<file path="src/rtl/turn_judge.sv">
// Memory-race turn judge: one player flips a card per turn. A correct flip advances
// that player's counter; a wrong flip stays visible for HOLD cycles, then the turn passes.
module turn_judge #(
  parameter int HOLD = 8
) (
  input  logic        B,
  input  logic        rst,
  input  logic [3:0]  N,
  input  logic [3:0]  card_sel,
  input  logic        card_go,
  input  logic [4:0]  p1_cnt,
  input  logic [4:0]  p2_cnt,
  input  logic [4:0]  p3_cnt,
  input  logic [4:0]  p4_cnt,
  output logic        p_da1,
  output logic        p_da2,
  output logic        p_da3,
  output logic        p_da4,
  output logic [1:0]  turn,
  output logic [11:0] card_up,
  output logic        miss
);

  typedef enum logic [1:0] {WAIT, CHECK, ADV, MISS} state_t;

  state_t      state, state_nx;
  logic [3:0]  sel;
  logic [7:0]  hold_cnt;
  logic [3:0]  p_da;
  logic [2:0]  n_eff;
  logic [4:0]  pos, tgt, img;
  logic        match, last;

  assign n_eff = (N >= 4'd2 && N <= 4'd4) ? N[2:0] : 3'd2;
  // Also catches turn >= N after N shrinks, sending the turn back to player 0.
  assign last  = ({1'b0, turn} + 3'd1) >= n_eff;

  always_comb begin
    pos = p1_cnt;
    case (turn)
      2'd1:    pos = p2_cnt;
      2'd2:    pos = p3_cnt;
      2'd3:    pos = p4_cnt;
      default: pos = p1_cnt;
    endcase
  end

  // Target tile wraps 23 -> 0; tile image is position mod 12.
  assign tgt   = (pos >= 5'd23) ? 5'd0 : pos + 5'd1;
  assign img   = (tgt >= 5'd12) ? tgt - 5'd12 : tgt;
  assign match = (img == {1'b0, sel}) && !card_up[sel];

  always_comb begin
    state_nx = state;
    case (state)
      WAIT:    if (card_go && card_sel <= 4'd11) state_nx = CHECK;
      CHECK:   state_nx = match ? ADV : MISS;
      ADV:     state_nx = WAIT;
      MISS:    if (hold_cnt == 8'd0) state_nx = WAIT;
      default: state_nx = WAIT;
    endcase
  end

  always_ff @(posedge B) begin
    if (rst) begin
      state    <= WAIT;
      turn     <= 2'd0;
      card_up  <= '0;
      p_da     <= '0;
      miss     <= 1'b0;
      hold_cnt <= 8'd0;
      sel      <= 4'd0;
    end else begin
      state <= state_nx;
      miss  <= (state_nx == MISS);
      p_da  <= '0;
      case (state)
        WAIT: if (state_nx == CHECK) sel <= card_sel;
        CHECK: begin
          card_up[sel] <= 1'b1;
          if (match) p_da[turn] <= 1'b1;
          else       hold_cnt   <= 8'(HOLD - 1);
        end
        MISS: begin
          if (hold_cnt == 8'd0) begin
            card_up <= '0;
            turn    <= last ? 2'd0 : turn + 2'd1;
          end else begin
            hold_cnt <= hold_cnt - 8'd1;
          end
        end
        default: ;
      endcase
    end
  end

  assign p_da1 = p_da[0];
  assign p_da2 = p_da[1];
  assign p_da3 = p_da[2];
  assign p_da4 = p_da[3];

endmodule

</file>
<file path="config.mk">
export PLATFORM = sky130hd
export DESIGN_NAME = turn_judge
export DESIGN_NICKNAME = d
export VERILOG_FILES = /design/src/rtl/turn_judge.sv
export SDC_FILE = /design/constraint.sdc
export NUM_CORES = 1
export LEC_CHECK = 0
export BUFFER_PORTS_ARGS = -buffer_cell sky130_fd_sc_hd__buf_2
export CAP_MARGIN = 20
export CORE_MARGIN = 2
export CORE_UTILIZATION = 57
export CTS_CLUSTER_SIZE = 8
export DETAILED_ROUTE_END_ITERATION = 10
export PLACE_DENSITY = 0.84
export SYNTH_ARGS = -nofsm -noshare
export SYNTH_HDL_FRONTEND = slang
export SYNTH_SLANG_ARGS = --single-unit
</file>
<file path="constraint.sdc">
create_clock -name B -period 10.6 [get_ports B]
set_input_delay 2.65 -clock B [delete_from_list [all_inputs] [get_ports B]]
set_output_delay 2.65 -clock B [all_outputs]
set_load 0.02 [all_outputs]
</file>
# == After elaboration in Yosys (flattened, before gate mapping) ==
# Index checks and enable logic that the tools add are counted.
# classes
n_addsub,5
magnitude_cmp,10
eq_ne,12
mux,20
bitwise_logic,3
n_reduce_logical,14
# op_table
op,n
12-bit one-hot mux with 2 select lines,1
8-bit 2-to-1 mux,2
8-bit one-hot mux with 2 select lines,1
5-bit one-hot mux with 3 select lines,1
12-bit 2-to-1 mux,1
12-bit OR,1
"2-bit == test, second input constant",5
5-bit 2-to-1 mux,2
8-bit zero test,1
2-bit one-hot mux with 4 select lines,1
"8-bit by 1-bit subtractor with 8-bit output, second input constant",1
"2-bit by 1-bit == test with 1-bit output, second input constant",3
2-bit 2-to-1 mux,3
"2-bit != test, second input constant",3
2-bit AND reduction,3
"5-bit by 1-bit adder with 5-bit output, second input constant",1
5-bit by 4-bit == test with 1-bit output,1
"5-bit by 4-bit >= comparator with 1-bit output, second input constant",1
"5-bit >= comparator, second input constant",1
1-bit logical AND,5
"4-bit by 5-bit < comparator with 1-bit output, second input constant",1
"5-bit by 4-bit subtractor with 5-bit output, second input constant",1
1-bit binary-select mux with 4-bit select,1
1-bit demux with 4-bit select,1
other kinds (18),22
# totals
register_bits,33
input_bits,31
out_inout_bits,19

# == Longest topological paths before layout ==
# depth
depth_word,12
mapped_depth,20

# == Worst setup path before layout ==
# No wires, ideal clock.
# synth_timing
kind,input port to flip-flop
startpoint,in p4_cnt[0]
endpoint,reg hold_cnt[4]
setup_ns,0.070
t_arrival_ns,5.735
required_ns,10.530
slack_ns,4.795
path_stages,17
path_buffers,1
cell_sequence,a22o_1 > o21ai_2 > inv_1 > ha_1 > a211o_1 > o32a_1 > and2_1 > ha_1 > inv_1 > nor3_1 > a22oi_1 > o211ai_2 > mux2i_1 > and4_4 > buf_6 > or3_1 > a21oi_1
# synth_between
elab_chain_len,9
# synth_rtl
element,line,source
start: declaration,14,"input logic [4:0] p4_cnt,"
5-bit one-hot mux with 3 select lines *,40,case (turn)
5-bit by 1-bit adder with 5-bit output or 5-bit >= comparator (tied branches),49,assign tgt = (pos >= 5'd23) ? 5'd0 : pos + 5'd1;
5-bit 2-to-1 mux *,49,
5-bit by 4-bit subtractor with 5-bit output or 5-bit by 4-bit >= comparator with 1-bit output (tied branches),50,assign img = (tgt >= 5'd12) ? tgt - 5'd12 : tgt;
5-bit 2-to-1 mux *,50,
5-bit by 4-bit == test with 1-bit output *,51,"assign match = (img == {1'b0, sel}) && !card_up[sel];"
1-bit logical AND *,51,
2-bit != test (no line) *,--,
3-bit AND reduction (no line) *,--,
end signal: assignment,82,else hold_cnt <= 8'(HOLD - 1);
end signal: assignment,89,hold_cnt <= hold_cnt - 8'd1;
end: declaration,28,logic [7:0] hold_cnt;
# Mark *: on every way between the ends. The rest lies on a longest branch, timed or not.
# A chain may end at the register's enable or synchronous reset.

# == Worst setup path in the final report ==
# layout_timing
startpoint,in p4_cnt[0]
endpoint,reg p_da[2]
# layout_between
elab_chain_len,9
# layout_rtl
element,line,source
5-bit one-hot mux with 3 select lines *,40,
5-bit by 1-bit adder with 5-bit output or 5-bit >= comparator (tied branches),49,
5-bit 2-to-1 mux *,49,
5-bit by 4-bit subtractor with 5-bit output or 5-bit by 4-bit >= comparator with 1-bit output (tied branches),50,
5-bit 2-to-1 mux *,50,
5-bit by 4-bit == test with 1-bit output *,51,
1-bit logical AND *,51,
1-bit NOT (no line) *,--,
3-bit OR reduction (no line) *,--,
end signal: assignment,69,p_da <= '0;
end signal: assignment,76,p_da <= '0;
end signal: indexed assignment,81,if (match) p_da[turn] <= 1'b1;
end: declaration,29,logic [3:0] p_da;
# Marks and branches as above.

==> flow_summary.toml <==
[placed_design]
gp_congestion = 0.891
port_buffers = 49
dp_hpwl_um = 3530

[layout]
final_nets = 334
seqCellArea_um2 = 661
nFillCells = 291
num_antenna_cells = 0
drive_gt1_frac = 0.232
multi_input_area_um2 = 1290
syn_to_final_growth_pct = 15.5

[synthesis]
yosysTopAreaCell = "dfxtp_1"
synthFlopType = "dfxtp_1"
synth_area_per_cell_um2 = 8.36
synth_fp_nets = 286
synth_cell_types = 50
syn_area_um2 = 2040
synth_top_area_frac = 0.324
synth_edf_count = 0
ys_seq_elements = 33
synth.area.top_cells = "dfxtp_1 (32%), ha_1 (6.7%), nor2_1 (5.5%)"
synth_cells = 244
yosysSeqAreaShare = 0.324
ys_warn_count = 0
async_flop_share = 0

[critical_path]
worstSetupPathType = "in -> reg"
crit_buf_inv = 3
path_cells = "buf_2 > a22o_1 > o21ai_2 > inv_1 > ha_1 > a211o_1 > o32a_1 > and2_1 > ha_1 > inv_1 > nor4_1 > a311oi_1 > o221ai_2 > mux2i_1 > and4_4 > and2b_1 > and2_1"
cpLargestDelayFamily = "compound AO/OA/AOI/OAI gates"
critPathMaxStageDelay_ns = 0.37
path_max_fanout = 14
crit_path_start_kind = "input port"
cp.arrival_ns = 6.18
crit_slowest_cell = "a311oi_1"
critPathCaptureType = "flip-flop"
cp.required_ns = 10.88

[timing]
slew_headroom = 0.486
maxSlewViolCount = 0
fmax_ghz = 0.170
hold_viol = 0
rsz0062_at_grt = "no"
fin_hold_ws_ns = 0.497
finalCritPeriodShare = 0.557
skew_ns = 0.00739
setup_viol = 0
worst_slew_pin_slew_ns = 0.765
period_needed_ns = 5.90
fin_setup_tns_ns = 0

[grt]
antenna_found_initial = 0
grt_overflow_total = 0
grt_pass1_vias = 1809
grtUsageTotal = 0.235
grt_pass1_wl_um = 7700
grt_max_degree = 17

[cts]
cts_root_buffer = "clkbuf_4"
cts.htree.levels = 2
clkLatencyLatePin_ns = 0.34
cts_tree = "yes"
numCtsBuffers = 5
post-cts-setup-buffers = 0
path_clk_slew_ns = 0.10
cts_hold_buffers = 0
clock_sink_count = 33
ctsResizeCount = 0
clock_tree.buffer_depth = 2

[routing]
routedWlPerCell_um = 13.5
viasPerCell = 5.83
drc_errors = 0
finalWirelength_um = 4580
drt-pass1-iter-count = 4
ant_nets = 0
vias = 1975
drt_iter0_markers = 133

[run]
cap_viol_max_count = 0

[power_and_ir_drop]
seq_power_share = 0.496
power_switching_mw = 0.0915
p_per_area_nw_per_um2 = 118
p_comb_frac = 0.261
swShare = 0.328
power_frac_clock = 0.243
p_leak_nw = 1.05
peakVddDrop_mv = 0.0968
p_int_mw = 0.187

[floorplanning]
num_rows = 21
io_pins = 50
die_w_um = 63.8
dieArea_um2 = 4070
initial_core_util = 0.602
core_um2 = 3390
die_y_um = 63.8

[min_path]
hold_class = "reg -> reg"

[status]
status = "complete, no violations"
per-stage QoR:
stage	area (um^2)	power [mW]	utilization	setup slack [ns]	cells
floorplan	2040	0.195	-	4.79	244
global placement	2310	0.212	0.680	4.53	331
detailed placement	2310	0.213	0.680	4.42	331
CTS	2360	0.279	0.695	4.75	339
global route	2360	0.295	0.695	4.52	339
finish	2360	0.279	0.695	4.70	339
state kept, by name, summed over array words and instances (netlist names):
name      cells
card_up      12
hold_cnt      8
p_da          4
sel           4
state         2
turn          2
miss          1
power groups by stage:
stage                     clock (mW)  combinational (mW)  sequential [mW]
after floorplan                    0              0.0560            0.139
after global placement             0              0.0715            0.141
after detailed placement           0              0.0721            0.141
after CTS                     0.0682              0.0725            0.138
after global routing          0.0742              0.0814            0.139
final                         0.0677              0.0729            0.138
tightest hold or removal path, delay by kind of cell (launching register included):
kind	cells	cell delay, ns
DFF	1	0.33
AOI/OAI and AO/OA	2	0.13
final timing paths:
check | start | to | slack [ns] | depth (start not counted)
hold / removal | hold_cnt[4] | hold_cnt[4] | 0.50 | 2
setup reg to reg | turn[0] | p_da[2] | 6.32 | 18
hold reg to reg | hold_cnt[4] | hold_cnt[4] | 0.50 | 2
setup / recovery | p4_cnt[0] | p_da[2] | 4.70 | 17
cells in the mapped netlist, drive strengths merged, types with 2 or more instances:
| cell type | count |
|---|---|
| clkbuf | 7 |
| nor2 | 30 |
| or3 | 6 |
| a21o | 6 |
| and2 | 6 |
| dfxtp | 33 |
| nand3 | 8 |
| a22oi | 2 |
| nor4 | 4 |
| mux2i | 8 |
| nand2 | 9 |
| a31oi | 7 |
| o21ai | 10 |
| xor2 | 2 |
| o21a | 3 |
| and3 | 2 |
| inv | 15 |
| mux2 | 2 |
| a22o | 2 |
| a211o | 2 |
| a211oi | 4 |
| ha | 11 |
| nand3b | 2 |
| nand2b | 4 |
| nor3 | 8 |
| a41oi | 3 |
| a21oi | 21 |
| mux4 | 3 |
| nor2b | 5 |
| a222oi | 3 |
area by class of cell:
cell class                 count  area share
multi-input combinational    188       0.546
sequential                    33       0.280
timing repair buffer          49       0.104
tap                           46      0.0244
inverter                      15      0.0239
clock buffer                   6      0.0175
clock inverter                 2     0.00425
cell families (layout without fill, tap and decap cells):
kind of cell,Yosys count,after routing,share of synthesized area
AOI/OAI and AO/OA,71,71,0.237
xor gates and xnor gates,3,3,0.0129
adders and majority gates,11,11,0.0674
buffers and inverters,23,72,0.0460
DFF,33,33,0.324
muxes,13,13,0.0852
and+or+nand+nor,90,90,0.228
placed cells by master, fill, tap and decap left out, types with 2 or more instances in the layout:
master,n
mux2i_1,8
o21ai_0,9
inv_1,14
nand3b_1,2
a222oi_1,3
a211oi_1,4
nor2_1,30
nand2b_1,4
or3_1,6
a22oi_1,2
a21o_1,6
nand3_1,8
nand2_1,9
ha_1,11
clkinv_2,2
nor4_1,4
mux4_2,3
a211o_1,2
and2_1,6
nor3_1,8
a21oi_1,21
xor2_1,2
o21a_1,3
nor2b_1,5
a41oi_1,3
a31oi_1,7
a22o_1,2
buf_2,49
clkbuf_4,5
dfxtp_1,33
routing by layer:
layer | GRT usage | up-vias | part of all wire
li1 | - | 999 | -
met4 | 0.101 | 0 | 0.018
met5 | 0 | - | 0
met1 | 0.295 | 912 | 0.47
met2 | 0.383 | 54 | 0.46
met3 | 0.0581 | 10 | 0.051
(Power assumes the default switching activity.)
